==> config.mk <==
export PLATFORM = sky130hd
export DESIGN_NAME = mem_access
export DESIGN_NICKNAME = d
export VERILOG_FILES = /design/src/rtl/mem_access.sv
export SDC_FILE = /design/constraint.sdc
export NUM_CORES = 1
export LEC_CHECK = 0
export BUFFER_PORTS_ARGS = -buffer_cell sky130_fd_sc_hd__buf_2
export CORE_AREA = 4 4 118 120
export DETAILED_ROUTE_END_ITERATION = 10
export DIE_AREA = 0 0 122 124
export HOLD_SLACK_MARGIN = 0.02
export MAX_ROUTING_LAYER = met4
export PLACE_DENSITY = 0.74
export SETUP_SLACK_MARGIN = 0.1
export SLEW_MARGIN = 20
export SYNTH_ARGS = -nofsm -noshare
export SYNTH_HDL_FRONTEND = slang
export SYNTH_SLANG_ARGS = --single-unit
==> constraint.sdc <==
create_clock -name clk -period 2.3 [get_ports clk]
set_clock_uncertainty 0.15 [all_clocks]
set_input_delay 0.115 -clock clk [delete_from_list [all_inputs] [get_ports clk]]
set_output_delay 0.115 -clock clk [all_outputs]
set_load 0.03 [all_outputs]
==> src/rtl/mem_access.sv <==
// -----------------------------------------------------------------------------
// mem_access -- MEM-stage data-memory engine.
//
// Consumes the EX/MEM register outputs. Loads and stores go out on an SRAM-like
// request/response bus. data_stall freezes EX/MEM while an access is in flight.
// Load data is aligned and extended, store data is replicated across byte lanes,
// and misaligned halfword/word addresses are reported as ADEL/ADES faults.
//
// Build option:
//   MEM_ADDR_CHECK_EN  defined   : misaligned H/W accesses fault (ADEL/ADES),
//                                  no bus request is issued and bad_vaddr is set.
//                      undefined : no faults; the low address bits of H/W
//                                  accesses are forced to zero instead.
//
// Ports:
//   clk, rst                  clock, asynchronous active-low reset
//   exception                 pipeline flush
//   mem_aluop                 memory opcode from EX/MEM
//   mem_mem_to_reg            instruction is a load
//   mem_ram_write_enable      instruction is a store
//   mem_alu_data              effective address, or ALU result for other ops
//   mem_ram_write_data        store source value
//   mem_exception_type        incoming exception vector
//   data_req/wr/size/addr/wdata   bus request channel
//   data_addr_ok              request accepted by the slave
//   data_data_ok, data_rdata  response valid (read data / write done)
//   data_stall                stall request to the pipeline
//   wb_data                   value for MEM/WB
//   exception_type_o          incoming vector plus ADEL/ADES
//   bad_vaddr                 faulting address, 0 when there is no fault
// -----------------------------------------------------------------------------
module mem_access #(
    parameter int ADEL_BIT = 4,
    parameter int ADES_BIT = 5
) (
    input  logic        clk,
    input  logic        rst,
    input  logic        exception,
    input  logic [7:0]  mem_aluop,
    input  logic        mem_mem_to_reg,
    input  logic        mem_ram_write_enable,
    input  logic [31:0] mem_alu_data,
    input  logic [31:0] mem_ram_write_data,
    input  logic [31:0] mem_exception_type,
    output logic        data_req,
    output logic        data_wr,
    output logic [1:0]  data_size,
    output logic [31:0] data_addr,
    output logic [31:0] data_wdata,
    input  logic        data_addr_ok,
    input  logic        data_data_ok,
    input  logic [31:0] data_rdata,
    output logic        data_stall,
    output logic [31:0] wb_data,
    output logic [31:0] exception_type_o,
    output logic [31:0] bad_vaddr
);

    localparam logic [7:0] OP_LB  = 8'h20;
    localparam logic [7:0] OP_LBU = 8'h21;
    localparam logic [7:0] OP_LH  = 8'h22;
    localparam logic [7:0] OP_LHU = 8'h23;
    localparam logic [7:0] OP_LW  = 8'h24;
    localparam logic [7:0] OP_SB  = 8'h28;
    localparam logic [7:0] OP_SH  = 8'h29;
    localparam logic [7:0] OP_SW  = 8'h2A;

    localparam logic [1:0] SIZE_B = 2'd0;
    localparam logic [1:0] SIZE_H = 2'd1;
    localparam logic [1:0] SIZE_W = 2'd2;

    typedef enum logic [2:0] {
        IDLE,
        REQ,
        WAIT,
        DONE,
        DRAIN
    } state_t;

    state_t      state, state_next;
    logic [31:0] rdata_q;
    logic        capture;
    logic        req_c, stall_c;

    logic        is_load, is_store, is_signed;
    logic [1:0]  size;
    logic        addr_err;
    logic        access;
    logic [31:0] eff_addr;
    logic [31:0] shifted;
    logic [7:0]  sel_byte;
    logic [15:0] sel_half;
    logic [31:0] load_aligned;

    // ------------------------------------------------------------------ decode
    // NOTE: every signal written in an always_comb gets a default first, so no
    // path through the case leaves it unassigned and no latch is inferred.
    always_comb begin
        is_load   = 1'b0;
        is_store  = 1'b0;
        is_signed = 1'b0;
        size      = SIZE_W;
        case (mem_aluop)
            OP_LB:  begin is_load  = 1'b1; size = SIZE_B; is_signed = 1'b1; end
            OP_LBU: begin is_load  = 1'b1; size = SIZE_B; end
            OP_LH:  begin is_load  = 1'b1; size = SIZE_H; is_signed = 1'b1; end
            OP_LHU: begin is_load  = 1'b1; size = SIZE_H; end
            OP_LW:  begin is_load  = 1'b1; size = SIZE_W; end
            OP_SB:  begin is_store = 1'b1; size = SIZE_B; end
            OP_SH:  begin is_store = 1'b1; size = SIZE_H; end
            OP_SW:  begin is_store = 1'b1; size = SIZE_W; end
            default: ;
        endcase
        // The EX/MEM control flags qualify the opcode: a bubble whose opcode
        // field is stale must not touch memory.
        is_load  = is_load  & mem_mem_to_reg;
        is_store = is_store & mem_ram_write_enable;
    end

    // ------------------------------------------------------- address handling
`ifdef MEM_ADDR_CHECK_EN
    assign addr_err = (is_load || is_store) &&
                      (((size == SIZE_H) && mem_alu_data[0]) ||
                       ((size == SIZE_W) && (mem_alu_data[1:0] != 2'b00)));
    assign eff_addr = mem_alu_data;
`else
    assign addr_err = 1'b0;
    // Without checking, misaligned H/W addresses are silently rounded down.
    always_comb begin
        eff_addr = mem_alu_data;
        if (size == SIZE_H) eff_addr[0]   = 1'b0;
        if (size == SIZE_W) eff_addr[1:0] = 2'b00;
    end
`endif

    assign access    = (is_load || is_store) && !addr_err && !exception;
    assign bad_vaddr = addr_err ? mem_alu_data : 32'd0;

    always_comb begin
        exception_type_o = mem_exception_type;
        if (addr_err && is_load)  exception_type_o[ADEL_BIT] = 1'b1;
        if (addr_err && is_store) exception_type_o[ADES_BIT] = 1'b1;
    end

    // ------------------------------------------------------------ bus fields
    assign data_wr   = is_store;
    assign data_size = size;
    assign data_addr = eff_addr;

    always_comb begin
        case (size)
            SIZE_B:  data_wdata = {4{mem_ram_write_data[7:0]}};
            SIZE_H:  data_wdata = {2{mem_ram_write_data[15:0]}};
            default: data_wdata = mem_ram_write_data;
        endcase
    end

    // ----------------------------------------------------------- load align
    assign shifted  = data_rdata >> {eff_addr[1:0], 3'b000};
    assign sel_byte = shifted[7:0];
    assign sel_half = eff_addr[1] ? data_rdata[31:16] : data_rdata[15:0];

    always_comb begin
        case (size)
            SIZE_B:  load_aligned = is_signed ? {{24{sel_byte[7]}}, sel_byte}
                                              : {24'd0, sel_byte};
            SIZE_H:  load_aligned = is_signed ? {{16{sel_half[15]}}, sel_half}
                                              : {16'd0, sel_half};
            default: load_aligned = data_rdata;
        endcase
    end

    // ------------------------------------------------------------------- FSM
    always_comb begin
        state_next = state;
        req_c      = 1'b0;
        stall_c    = 1'b0;
        capture    = 1'b0;
        case (state)
            IDLE: begin
                if (access) begin
                    req_c   = 1'b1;
                    stall_c = 1'b1;
                    if (data_addr_ok && data_data_ok) begin
                        capture    = 1'b1;
                        state_next = DONE;
                    end else if (data_addr_ok) begin
                        state_next = WAIT;
                    end else begin
                        state_next = REQ;
                    end
                end
            end
            REQ: begin
                stall_c = 1'b1;
                if (exception) begin
                    // Request never accepted, so it can simply be withdrawn.
                    state_next = IDLE;
                end else begin
                    req_c = 1'b1;
                    if (data_addr_ok) begin
                        if (data_data_ok) begin
                            capture    = 1'b1;
                            state_next = DONE;
                        end else begin
                            state_next = WAIT;
                        end
                    end
                end
            end
            WAIT: begin
                stall_c = 1'b1;
                if (exception) begin
                    // The accepted request still owes a response; drain it
                    // unless it arrives right now, in which case drop it.
                    state_next = data_data_ok ? IDLE : DRAIN;
                end else if (data_data_ok) begin
                    capture    = 1'b1;
                    state_next = DONE;
                end
            end
            DONE: begin
                state_next = IDLE;
            end
            DRAIN: begin
                // Hold a newly presented access until the stale response
                // clears, keeping the one-outstanding-request rule.
                stall_c = access;
                if (data_data_ok) state_next = IDLE;
            end
            default: state_next = IDLE;
        endcase
    end

    // Outputs go quiet the moment reset asserts, not at the next edge.
    assign data_req   = rst && req_c;
    assign data_stall = rst && stall_c;

    assign wb_data = ((state == DONE) && is_load) ? rdata_q : mem_alu_data;

    // NOTE: sequential state uses non-blocking assignments so every register
    // samples pre-edge values regardless of statement order.
    always_ff @(posedge clk or negedge rst) begin
        if (!rst) begin
            state   <= IDLE;
            rdata_q <= 32'd0;
        end else begin
            state <= state_next;
            if (capture) rdata_q <= load_aligned;
        end
    end

endmodule

==> flow_summary.yaml, run 1 <==
die:
  die_h_um: 124
  rows: 42
  die_area_sq_um: 15130
  ios: 308
  core-area_sq_um: 12980
  die_x_um: 122
  initial_core_util: 0.2903
global_route:
  grt_usage: 0.1704
  antenna_found_initial: 3
  grt_start_max_net_pins: 33
  grt_pass1_vias: 3421
  grt_pass1_wl_um: 18970
  grt_remaining_overflow: 0
critical_path:
  reg2reg_slack_ns: 0.20
  r2r_end: "rdata_q[13]$_DFFE_PN0P_"
  crit_arrival_ns: 1.91
  cp-end-kind: "output pin"
  critical_path_class: "reg -> out"
  cp.required_ns: 2.04
  start_kind: "flop"
  reg2reg_depth: 7
  cp_max_fo: 14
  r2r-start: "state[1]$_DFFE_PN0P_"
power:
  intPower_mw: 1.636
  p_clk_frac: 0.306
  power.density_nw_per_um2: 521.7
  ir_drop_mv: 0.2793
  p_leak_nw: 2.486
  p_switching_mw: 0.9182
  pwr-share-seq: 0.347
  power_frac_comb: 0.347
  switching_share: 0.3595
placed_design:
  placed_cell_area_sq_um: 4357
  gp_congestion: 0.7759
  port_buffers: 211
  hpwl_um: 10680
synth:
  yosys_warnings: 0
  syn_inst: 447
  ys_types: 43
  synth-edff-count: 0
  synthArstFlopShare: 1.000
  ys.flop_type: "dfrtp_1"
  avgSynthCellArea_sq_um: 8.431
  yosys_register_bits: 35
  synth.cell_area_sq_um: 3769
  seq_area_frac_synth: 0.2324
timing:
  period_share: 0.9447
  setup_viol: 0
  tightest_slew_ns: 0.6229
  min_period_ns: 2.173
  slew_violations: 0
  hold_viol_final: 0
  rsz0062_at_grt: "true"
  relSlewSlack: 0.5820
  max_freq_mhz: 460.2
  fin_tns_setup_ns: 0
cells_and_area:
  fin_nets: 742
  n_fill_cell: 1352
  areaGrowthSynthToFinish_pct: 29.91
  most-common-layout-cells: "buf_2, nand2_1, a21oi_1"
  final_area_sq_um: 4896
  drive_gt1_frac: 0.4883
  final_common_cell: "buf_2"
drt:
  drt_iter0_drc: 184
  postRouteAntennaNets: 0
  drc: 0
  drt-vias-per-instance: 4.611
  dr.pass1.iters: 4
  num_vias: 3592
  avgRoutedWirePerCell_um: 17.65
  finalWirelength_um: 13750
clock_tree:
  cts_sinks: 35
  cts.clk_slew.worst_paths_ns: 0.06
  cts_inserted_buffers: 5
  cts_root_buf: "clkbuf_16"
  cts_buffer_depth: 2
  htreeDepth: 2
  clock_latency_ns: 0.28
  cts_tree: "done"
run:
  maxCapViolations: 0
hold_path:
  holdPathEnd: "rdata_q[18]$_DFFE_PN0P_"
  hold_depth: 3
  hp-start: "data_rdata[18]"
  hp-class: "in -> reg"
status:
  status: "completed"
## repair_timing
action,4_1_cts,5_1_grt
hold buffers,10,0
setup buffers,3,4
pin swaps,1,2
hold endpoints to repair,44,0
gates resized for setup,33,1
cloned,2,2
endpoints found under the setup margin,34,44
## sequential cells by signal (all words and copies together) (netlist names)
name and cells:
rdata_q 32, state 3
## cell families after synthesis
group | share of synthesized area
AO/OA/AOI/OAI | 0.1301
buffers and inverters | 0.2563
flip-flops | 0.2324
multiplexers | 0.2251
other | 0.0009951
AND/OR/NAND/NOR | 0.1550
## routing by layer
layer / up-vias / routed length [um] / global-route usage
li1: 1714 / - / -
met1: 1668 / 5089 / 0.1840
met2: 191 / 7154 / 0.3170
met3: 19 / 1262 / 0.03815
met4: 0 / 245 / 0.04272
met5: - / 0 / -
## final cells by class
cell class | instances | area, sq um | share of cell area
timing repair buffer | 244 | 1541 | 0.3148
clock inverter | 3 | 43.79 | 0.008945
antenna | 3 | 7.507 | 0.001533
clock buffer | 5 | 125.1 | 0.02556
inverter | 4 | 15.01 | 0.003067
multi-input combinational | 309 | 2067 | 0.4222
sequential | 35 | 875.8 | 0.1789
tap | 176 | 220.2 | 0.04498
## power by group through the flow
stage                     Sequential [mW]  Combinational [mW]  Clock (mW)
after global placement              0.906               0.836           0
after detailed placement            0.902               0.851           0
final                               0.886               0.885       0.783
after floorplan                     0.838               0.771           0
after global routing                0.907               0.968       0.828
after CTS                           0.892               0.887       0.801
## synth_stat cells (9+ instances only)
cell | instances | area, sq um
mux2_2 | 32 | 360.4
nor2_1 | 28 | 105.1
dfrtp_1 | 35 | 875.8
a22oi_1 | 9 | 67.56
mux2i_1 | 36 | 360.4
nand2b_1 | 13 | 81.33
a21oi_1 | 41 | 205.2
nand2_1 | 62 | 232.7
buf_2 | 13 | 65.06
buf_4 | 105 | 788.3
## how the worst max path moves through the flow
stage | start | end | slack, ns | cells after the start
2_1_floorplan | state[1]$_DFFE_PN0P_ | wb_data[7] | 0.33 | 6
3_3_place_gp | state[1]$_DFFE_PN0P_ | rdata_q[5]$_DFFE_PN0P_ | 0.17 | 6
3_5_place_dp | mem_aluop[4] | rdata_q[10]$_DFFE_PN0P_ | 0.11 | 6
4_1_cts | state[2]$_DFFE_PN0P_ | wb_data[22] | 0.08 | 6
5_1_grt | state[2]$_DFFE_PN0P_ | wb_data[21] | 0.06 | 6
6_report | state[2]$_DFFE_PN0P_ | wb_data[21] | 0.13 | 6
## critical path, stage by stage, from the launching register on
cell and delay, ns:
dfrtp_1 0.39, nor2b_2 0.12, and4b_1 0.25, nand3_4 0.17
buf_16 0.22, mux2_2 0.28, buf_2 0.18
## per-stage QoR
| stage | util | power, mW | hold slack, ns | setup WS [ns] | cells |
|---|---|---|---|---|---|
| floorplan | - | 1.610 | -0.3306 | 0.3284 | 478 |
| global placement | 0.3356 | 1.742 | -0.1946 | 0.1730 | 747 |
| detailed placement | 0.3356 | 1.752 | -0.1991 | 0.1070 | 747 |
| CTS | 0.3703 | 2.580 | 0.02424 | 0.08292 | 770 |
| global route | 0.3772 | 2.702 | 0.05477 | 0.05870 | 779 |
| finish | 0.3772 | 2.554 | 0.03065 | 0.1272 | 779 |
Note: power is estimated with default switching activity, not from simulation.
==> inputs of run 2 (changes only) <==
--- a/config.mk
+++ b/config.mk
@@ -5,10 +5,11 @@
 export SDC_FILE = /design/constraint.sdc
 export NUM_CORES = 1
 export LEC_CHECK = 0
+export ABC_AREA = 1
 export BUFFER_PORTS_ARGS = -buffer_cell sky130_fd_sc_hd__buf_2
-export CORE_AREA = 4 4 118 120
+export CORE_AREA = 4 4 119 121
 export DETAILED_ROUTE_END_ITERATION = 10
-export DIE_AREA = 0 0 122 124
+export DIE_AREA = 0 0 123 125
 export HOLD_SLACK_MARGIN = 0.02
 export MAX_ROUTING_LAYER = met4
 export PLACE_DENSITY = 0.74
==> flow_summary.yaml, run 2 <==
status:
  status: "aborted with a tool error"
  stop_stage: "detailed routing (5_2_route)"
  firstError: "[ERROR DRT-0255] Maze Route cannot find path of net mem_exception_type[10] in worker of routeBox ( 96600 96600 ) ( 123000 125000 )."
global_route:
  antenna_found_initial: 3
  grt_pass1_vias: 3692
  grt_remaining_overflow: 0
  grt_pass1_wl_um: 19120
  grt_start_max_net_pins: 38
  grt_usage: 0.1631
synth:
  synth_area_leader_cell: "dfrtp_1"
  synth.cell_area_sq_um: 3840
  synth-edff-count: 0
  ys.flop_type: "dfrtp_1"
  seq_area_frac_synth: 0.2281
  synthTopCellsByArea: "dfrtp_1, buf_4, nand2_1, inv_1, nor2_1"
  avgSynthCellArea_sq_um: 6.944
  yosys_register_bits: 35
  yosys_warnings: 0
  ys_types: 35
  synthArstFlopShare: 1.000
  synth_most_common_cell: "nand2_1"
  synthTopCellsByCount: "nand2_1, buf_4, inv_1"
  syn_inst: 553
  yosysTopAreaCellShare: 0.2281
clock_tree:
  cts_buffer_depth: 2
  cts_root_buf: "clkbuf_16"
  cts_inserted_buffers: 5
  cts_sinks: 35
  htreeDepth: 2
placed_design:
  port_buffers: 211
  gp_congestion: 0.8634
  hpwl_um: 10430
  place_ws_ns: 0.2918
timing:
  grt-worst-endpoint: "state[1]$_DFFE_PN0P_/D"
  worstEndpointType: "sequential cell input"
die:
  initial_core_util: 0.2935
  rows: 42
  die_h_um: 125
  die_x_um: 123
  ios: 308
==> run 2: cell types whose count changed after synthesis, moves of 9 or more <==
cell,previous run,this run
a21oi_2,1,10
a21oi_1,41,28
mux2_1,0,13
nor2_1,28,51
nand3_1,1,17
nand2_1,62,116
o211ai_1,0,11
mux2i_1,36,0
nand2b_1,13,0
mux2_2,32,7
o21ai_0,4,32
inv_1,3,53
==> run 2: repair_timing <==
action	CTS	global route
hold buffers	4	0
buffers inserted	0	1
gates resized for setup	0	3
setup endpoints to repair	0	34
hold endpoints to repair	37	0
==> run 2: stage by stage <==
step / std cells / cell area (sq um) / hold WS [ns] / util
floorplan: 584 / 3956 / -0.3306 / -
global placement: 858 / 4428 / 0.08020 / 0.3384
detailed placement: 858 / 4428 / 0.08020 / 0.3384
CTS: 870 / 4606 / 0.04900 / 0.3520
global route: 874 / 4623 / 0.07293 / 0.3533
==> run 2: layer usage <==
metal / GRT usage
met3: 0.03749
met5: -
met1: 0.1860
met4: 0.05081
met2: 0.2814
==> run 2: cell families after synthesis <==
kind of cell / after synthesis / synth area share
buf+inv: 183 / 0.2919
mux: 27 / 0.08602
other cells: 1 / 0.0009766
compound gates: 99 / 0.1571
flops: 35 / 0.2281
simple gates: 208 / 0.2359
==> inputs of run 3 (changes only) <==
--- a/config.mk
+++ b/config.mk
@@ -10,10 +10,7 @@
 export CORE_AREA = 4 4 119 121
 export DETAILED_ROUTE_END_ITERATION = 10
 export DIE_AREA = 0 0 123 125
-export HOLD_SLACK_MARGIN = 0.02
-export MAX_ROUTING_LAYER = met4
-export PLACE_DENSITY = 0.74
-export SETUP_SLACK_MARGIN = 0.1
+export PLACE_DENSITY_LB_ADDON = 0.15
 export SLEW_MARGIN = 20
 export SYNTH_ARGS = -nofsm -noshare
 export SYNTH_HDL_FRONTEND = slang
==> flow_summary.yaml, run 3 <==
cells_and_area:
  largest_register_ffs: 32
  drive_gt1_frac: 0.4009
  finalNonFillerCells: 868
  regMostFlops: "rdata_q"
  most-common-layout-cells: "buf_2, nand2_1, inv_1"
  final_area_sq_um: 4616
  final_common_cell: "buf_2"
  n_fill_cell: 1463
  fin_nets: 833
  reg_top3: "rdata_q x32, state x3"
  final_core_util: 0.3527
  areaGrowthSynthToFinish_pct: 20.20
synth:
  yosysTopAreaCellShare: 0.2281
  synth_most_common_cell: "nand2_1"
  synth.cell_area_sq_um: 3840
  ys_types: 35
  synth-edff-count: 0
  syn_inst: 553
  synthTopCellsByArea: "dfrtp_1, buf_4, nand2_1, inv_1, nor2_1"
  seq_area_frac_synth: 0.2281
  ys.flop_type: "dfrtp_1"
  synth_area_leader_cell: "dfrtp_1"
  yosys_register_bits: 35
  avgSynthCellArea_sq_um: 6.944
  synthTopCellsByCount: "nand2_1, buf_4, inv_1"
  yosys_warnings: 0
  synthArstFlopShare: 1.000
critical_path:
  cp.required_ns: 2.04
  cp_slowest_cell: "dfrtp_1"
  critical_path_class: "reg -> out"
  cp_top_family: "buffers and inverters"
  cp-end-kind: "output pin"
  cp_cell_sequence: "inv_1 -> nand3_1 -> or2_2 -> buf_12 -> mux2_1 -> buf_2"
  cp_slowest_stage_delay_ns: 0.40
  crit_arrival_ns: 1.88
  crit_buf_inv: 3
  start_kind: "flop"
  cp_max_fo: 37
clock_tree:
  cts_resized: 0
  cts_tree: "done"
  clock_latency_ns: 0.28
  post_cts_buffers: 0
  htreeDepth: 2
  cts_sinks: 35
  cts_buffer_depth: 2
  cts_root_buf: "clkbuf_16"
  cts_hold_buf: 4
  cts_inserted_buffers: 5
  cts.clk_slew.worst_paths_ns: 0.06
power:
  switching_share: 0.3972
  power.density_nw_per_um2: 630.8
  ir_drop_mv: 0.2744
  power_frac_comb: 0.393
  p_leak_nw: 2.670
  intPower_mw: 1.755
  pwr-share-seq: 0.368
  design_power_total_mw: 2.912
  p_clk_frac: 0.238
  p_switching_mw: 1.157
placed_design:
  port_buffers: 211
  gp_congestion: 0.8384
  hpwl_um: 11250
  placed_cell_area_sq_um: 4418
  dp_cells: 855
drt:
  drt_iter0_drc: 171
  postRouteAntennaNets: 0
  drc: 0
  dr.pass1.iters: 4
  finalWirelength_um: 13320
  avgRoutedWirePerCell_um: 15.35
  drt-vias-per-instance: 4.399
  num_vias: 3818
die:
  core-area_sq_um: 13090
  die_x_um: 123
  initial_core_util: 0.2935
  die_h_um: 125
  rows: 42
  ios: 308
  die_area_sq_um: 15380
timing:
  max_freq_mhz: 466.3
  min_period_ns: 2.144
  period_share: 0.9324
  fin_tns_setup_ns: 0
  slew_violations: 0
  setup_viol: 0
  tightest_slew_ns: 0.5002
  hold_viol_final: 0
  rsz0062_at_grt: "false"
  relSlewSlack: 0.6661
run:
  maxCapViolations: 0
global_route:
  grt_pass1_wl_um: 19690
  grt_start_max_net_pins: 44
  grt_pass1_vias: 3672
  grt_usage: 0.1624
  grt_remaining_overflow: 0
  antenna_found_initial: 2
status:
  status: "completed"
hold_path:
  hp-class: "in -> reg"
[run 3: cell counts after synthesis]
Identical to the previous run, type by type.
[run 3: metrics by stage]
step / hold slack [ns] / setup slack, ns
6_report: 0.06584 / 0.1556
5_1_grt: 0.08005 / 0.05060
4_1_cts: 0.07078 / 0.1270
3_5_place_dp: 0.08020 / 0.1254
3_3_place_gp: 0.08020 / 0.2285
2_1_floorplan: -0.3306 / 0.2685
[run 3: path summary, 6_finish.rpt]
kind	slack [ns]	cells past startpoint	from	end
max	0.16	6	state[2]$_DFFE_PN0P_	wb_data[20]
min	0.07	5	data_rdata[12]	rdata_q[12]$_DFFE_PN0P_
max reg2reg	0.28	8	state[0]$_DFFE_PN0P_	state[1]$_DFFE_PN0P_
min reg2reg	0.32	2	rdata_q[0]$_DFFE_PN0P_	rdata_q[0]$_DFFE_PN0P_
max in group asynchronous	1.31	3	rst	rdata_q[27]$_DFFE_PN0P_
min in group asynchronous	0.37	3	rst	rdata_q[1]$_DFFE_PN0P_
[run 3: tightest hold or removal path, delay by kind of cell]
kind | cells | cell delay [ns]
buf+inv | 2 | 0.17
compound gates | 1 | 0.06
simple gates | 2 | 0.10
[run 3: cells by family after synthesis]
group           Yosys count  share of synthesized area
compound gates           99                     0.1571
flops                    35                     0.2281
mux                      27                    0.08602
buf+inv                 183                     0.2919
simple gates            208                     0.2359
other cells               1                  0.0009766
[run 3: metal layers]
layer | GRT usage | routed length, um
met1 | 0.1972 | 5190
met2 | 0.2850 | 6717
met3 | 0.03884 | 1140
met4 | 0.04300 | 261
met5 | 0 | 13
[run 3: layout make-up]
class / count / area (sq um) / share of cell area
antenna: 1 / 2.502 / 0.0005422
clock buffer: 6 / 138.9 / 0.03009
clock inverter: 2 / 16.27 / 0.003524
inverter: 59 / 221.5 / 0.04798
multi-input combinational: 366 / 1959 / 0.4245
sequential: 35 / 875.8 / 0.1898
tap: 176 / 220.2 / 0.04771
timing repair buffer: 223 / 1181 / 0.2559
[run 3: power groups by stage]
stage	Sequential, mW	Combinational [mW]	Clock (mW)
global route	1.12	1.28	0.742
CTS	1.08	1.16	0.718
finish	1.07	1.15	0.694
floorplan	1.02	1.01	0
detailed placement	1.09	1.14	0
global placement	1.09	1.13	0
==> inputs of run 4 (changes only) <==
--- a/config.mk
+++ b/config.mk
@@ -7,11 +7,13 @@
 export LEC_CHECK = 0
 export ABC_AREA = 1
 export BUFFER_PORTS_ARGS = -buffer_cell sky130_fd_sc_hd__buf_2
-export CORE_AREA = 4 4 119 121
+export CELL_PAD_IN_SITES_DETAIL_PLACEMENT = 0
+export CELL_PAD_IN_SITES_GLOBAL_PLACEMENT = 1
+export CORE_MARGIN = 4
+export CORE_UTILIZATION = 26
 export DETAILED_ROUTE_END_ITERATION = 10
-export DIE_AREA = 0 0 123 125
 export PLACE_DENSITY_LB_ADDON = 0.15
-export SLEW_MARGIN = 20
+export SLEW_MARGIN = 30
 export SYNTH_ARGS = -nofsm -noshare
 export SYNTH_HDL_FRONTEND = slang
 export SYNTH_SLANG_ARGS = --single-unit
==> flow_summary.yaml, run 4 (synthesis results as in run 3) <==
die:
  initial_core_util: 0.2652
  core-area_sq_um: 14480
  die_area_sq_um: 16780
  die_x_um: 129.5
  ios: 308
  die_h_um: 129.5
  rows: 44
power:
  power_frac_comb: 0.377
  pwr-share-seq: 0.359
  intPower_mw: 1.830
  switching_share: 0.3904
  p_clk_frac: 0.265
  p_leak_nw: 2.668
  p_switching_mw: 1.172
  ir_drop_mv: 0.3282
  power.density_nw_per_um2: 650.4
cells_and_area:
  multiInputGateArea_sq_um: 1959
  areaGrowthSynthToFinish_pct: 20.23
  reg_top3: "rdata_q x32, state x3"
  finalNonFillerCells: 874
  most-common-layout-cells: "buf_2, nand2_1, inv_1"
  drive_gt1_frac: 0.4000
  num_antenna_cells: 0
  final_area_sq_um: 4617
  final_common_cell: "buf_2"
  fin_nets: 832
  largest_register_ffs: 32
  seq_area_sq_um: 875.8
  regMostFlops: "rdata_q"
  n_fill_cell: 1651
drt:
  finalWirelength_um: 13040
  postRouteAntennaNets: 0
  drt_iter0_drc: 192
  drc: 0
  num_vias: 3821
  avgRoutedWirePerCell_um: 14.92
  dr.pass1.iters: 4
  drt-vias-per-instance: 4.372
critical_path:
  cp_max_fo: 37
  crit_arrival_ns: 1.88
  critical_path_class: "reg -> out"
  cp.required_ns: 2.04
  start_kind: "flop"
  cp-end-kind: "output pin"
clock_tree:
  cts_tree: "done"
  post_cts_buffers: 0
  cts_buffer_depth: 2
  cts_sinks: 35
  cts_inserted_buffers: 5
  cts.clk_slew.worst_paths_ns: 0.06
  clock_latency_ns: 0.28
  cts_root_buf: "clkbuf_16"
  htreeDepth: 2
timing:
  relSlewSlack: 0.5782
  setup_viol: 0
  period_share: 0.9345
  rsz0062_at_grt: "false"
  hold_viol_final: 0
  whs_ns: 0.05406
  min_period_ns: 2.149
  tightest_slew_ns: 0.6274
  max_freq_mhz: 465.3
  fin_tns_setup_ns: 0
  slew_violations: 0
placed_design:
  hpwl_um: 10560
  gp_congestion: 0.7705
  placed_cell_area_sq_um: 4408
  port_buffers: 211
  dp_cells: 862
status:
  status: "completed"
hold_path:
  hp-class: "in -> reg"
global_route:
  grt_pass1_vias: 3771
  grt_usage: 0.1457
  grt_pass1_wl_um: 19340
  grt_remaining_overflow: 0
  antenna_found_initial: 1
  grt_start_max_net_pins: 38
run:
  maxCapViolations: 0
## run 4: power by group through the flow
stage	clock network (mW)	registers (mW)	logic, mW
after floorplan	0	1.02	1.01
after global placement	0	1.09	1.12
after detailed placement	0	1.10	1.13
after CTS	0.805	1.09	1.15
after global routing	0.827	1.11	1.27
final	0.795	1.08	1.13
## run 4: stage by stage
stage | power (mW) | worst slack (ns) | utilization
2_1_floorplan | 2.029 | 0.2685 | -
3_3_place_gp | 2.214 | 0.2028 | 0.3044
3_5_place_dp | 2.228 | 0.1277 | 0.3044
4_1_cts | 3.037 | 0.1591 | 0.3189
5_1_grt | 3.211 | 0.06724 | 0.3189
6_report | 3.003 | 0.1507 | 0.3189
## run 4: worst max-delay path, cell delays in order, from the launching register on
cell and delay, ns:
dfrtp_1 0.39, inv_1 0.09, nand3_1 0.06, or2_2 0.32, buf_12 0.18, o21ai_0 0.27, buf_2 0.26
## run 4: final timing paths
path / from / endpoint / slack (ns) / cells after the start
worst max-delay path: state[2]$_DFFE_PN0P_ / wb_data[1] / 0.15 / 6
worst min-delay path: data_rdata[20] / rdata_q[20]$_DFFE_PN0P_ / 0.05 / 3
worst max register to register: state[0]$_DFFE_PN0P_ / state[1]$_DFFE_PN0P_ / 0.26 / 8
worst min register to register: rdata_q[0]$_DFFE_PN0P_ / rdata_q[0]$_DFFE_PN0P_ / 0.33 / 2
max in group asynchronous: rst / rdata_q[1]$_DFFE_PN0P_ / 1.31 / 3
min in group asynchronous: rst / rdata_q[22]$_DFFE_PN0P_ / 0.34 / 3
## run 4: area by class of cell
cell class                      count  share of cell area
Sequential cell                    35              0.1897
Tap cell                          184             0.04986
Timing Repair Buffer              222              0.2515
Inverter                           59             0.04797
Multi-Input combinational cell    366              0.4244
Clock inverter                      3            0.009485
Clock buffer                        5             0.02710
## run 4: repair_timing
action / CTS / global route
hold buffers: 4 / 0
resized for setup: 0 / 0
hold endpoints to repair: 37 / 0
## run 4: layer usage
metal  track usage  wire length [um]  up-vias
met4       0.03729               253        2
met5             0                 7        -
met1        0.1784              5352     1718
met2        0.2524              6222      173
li1              -                 -     1910
met3       0.04122              1207       18
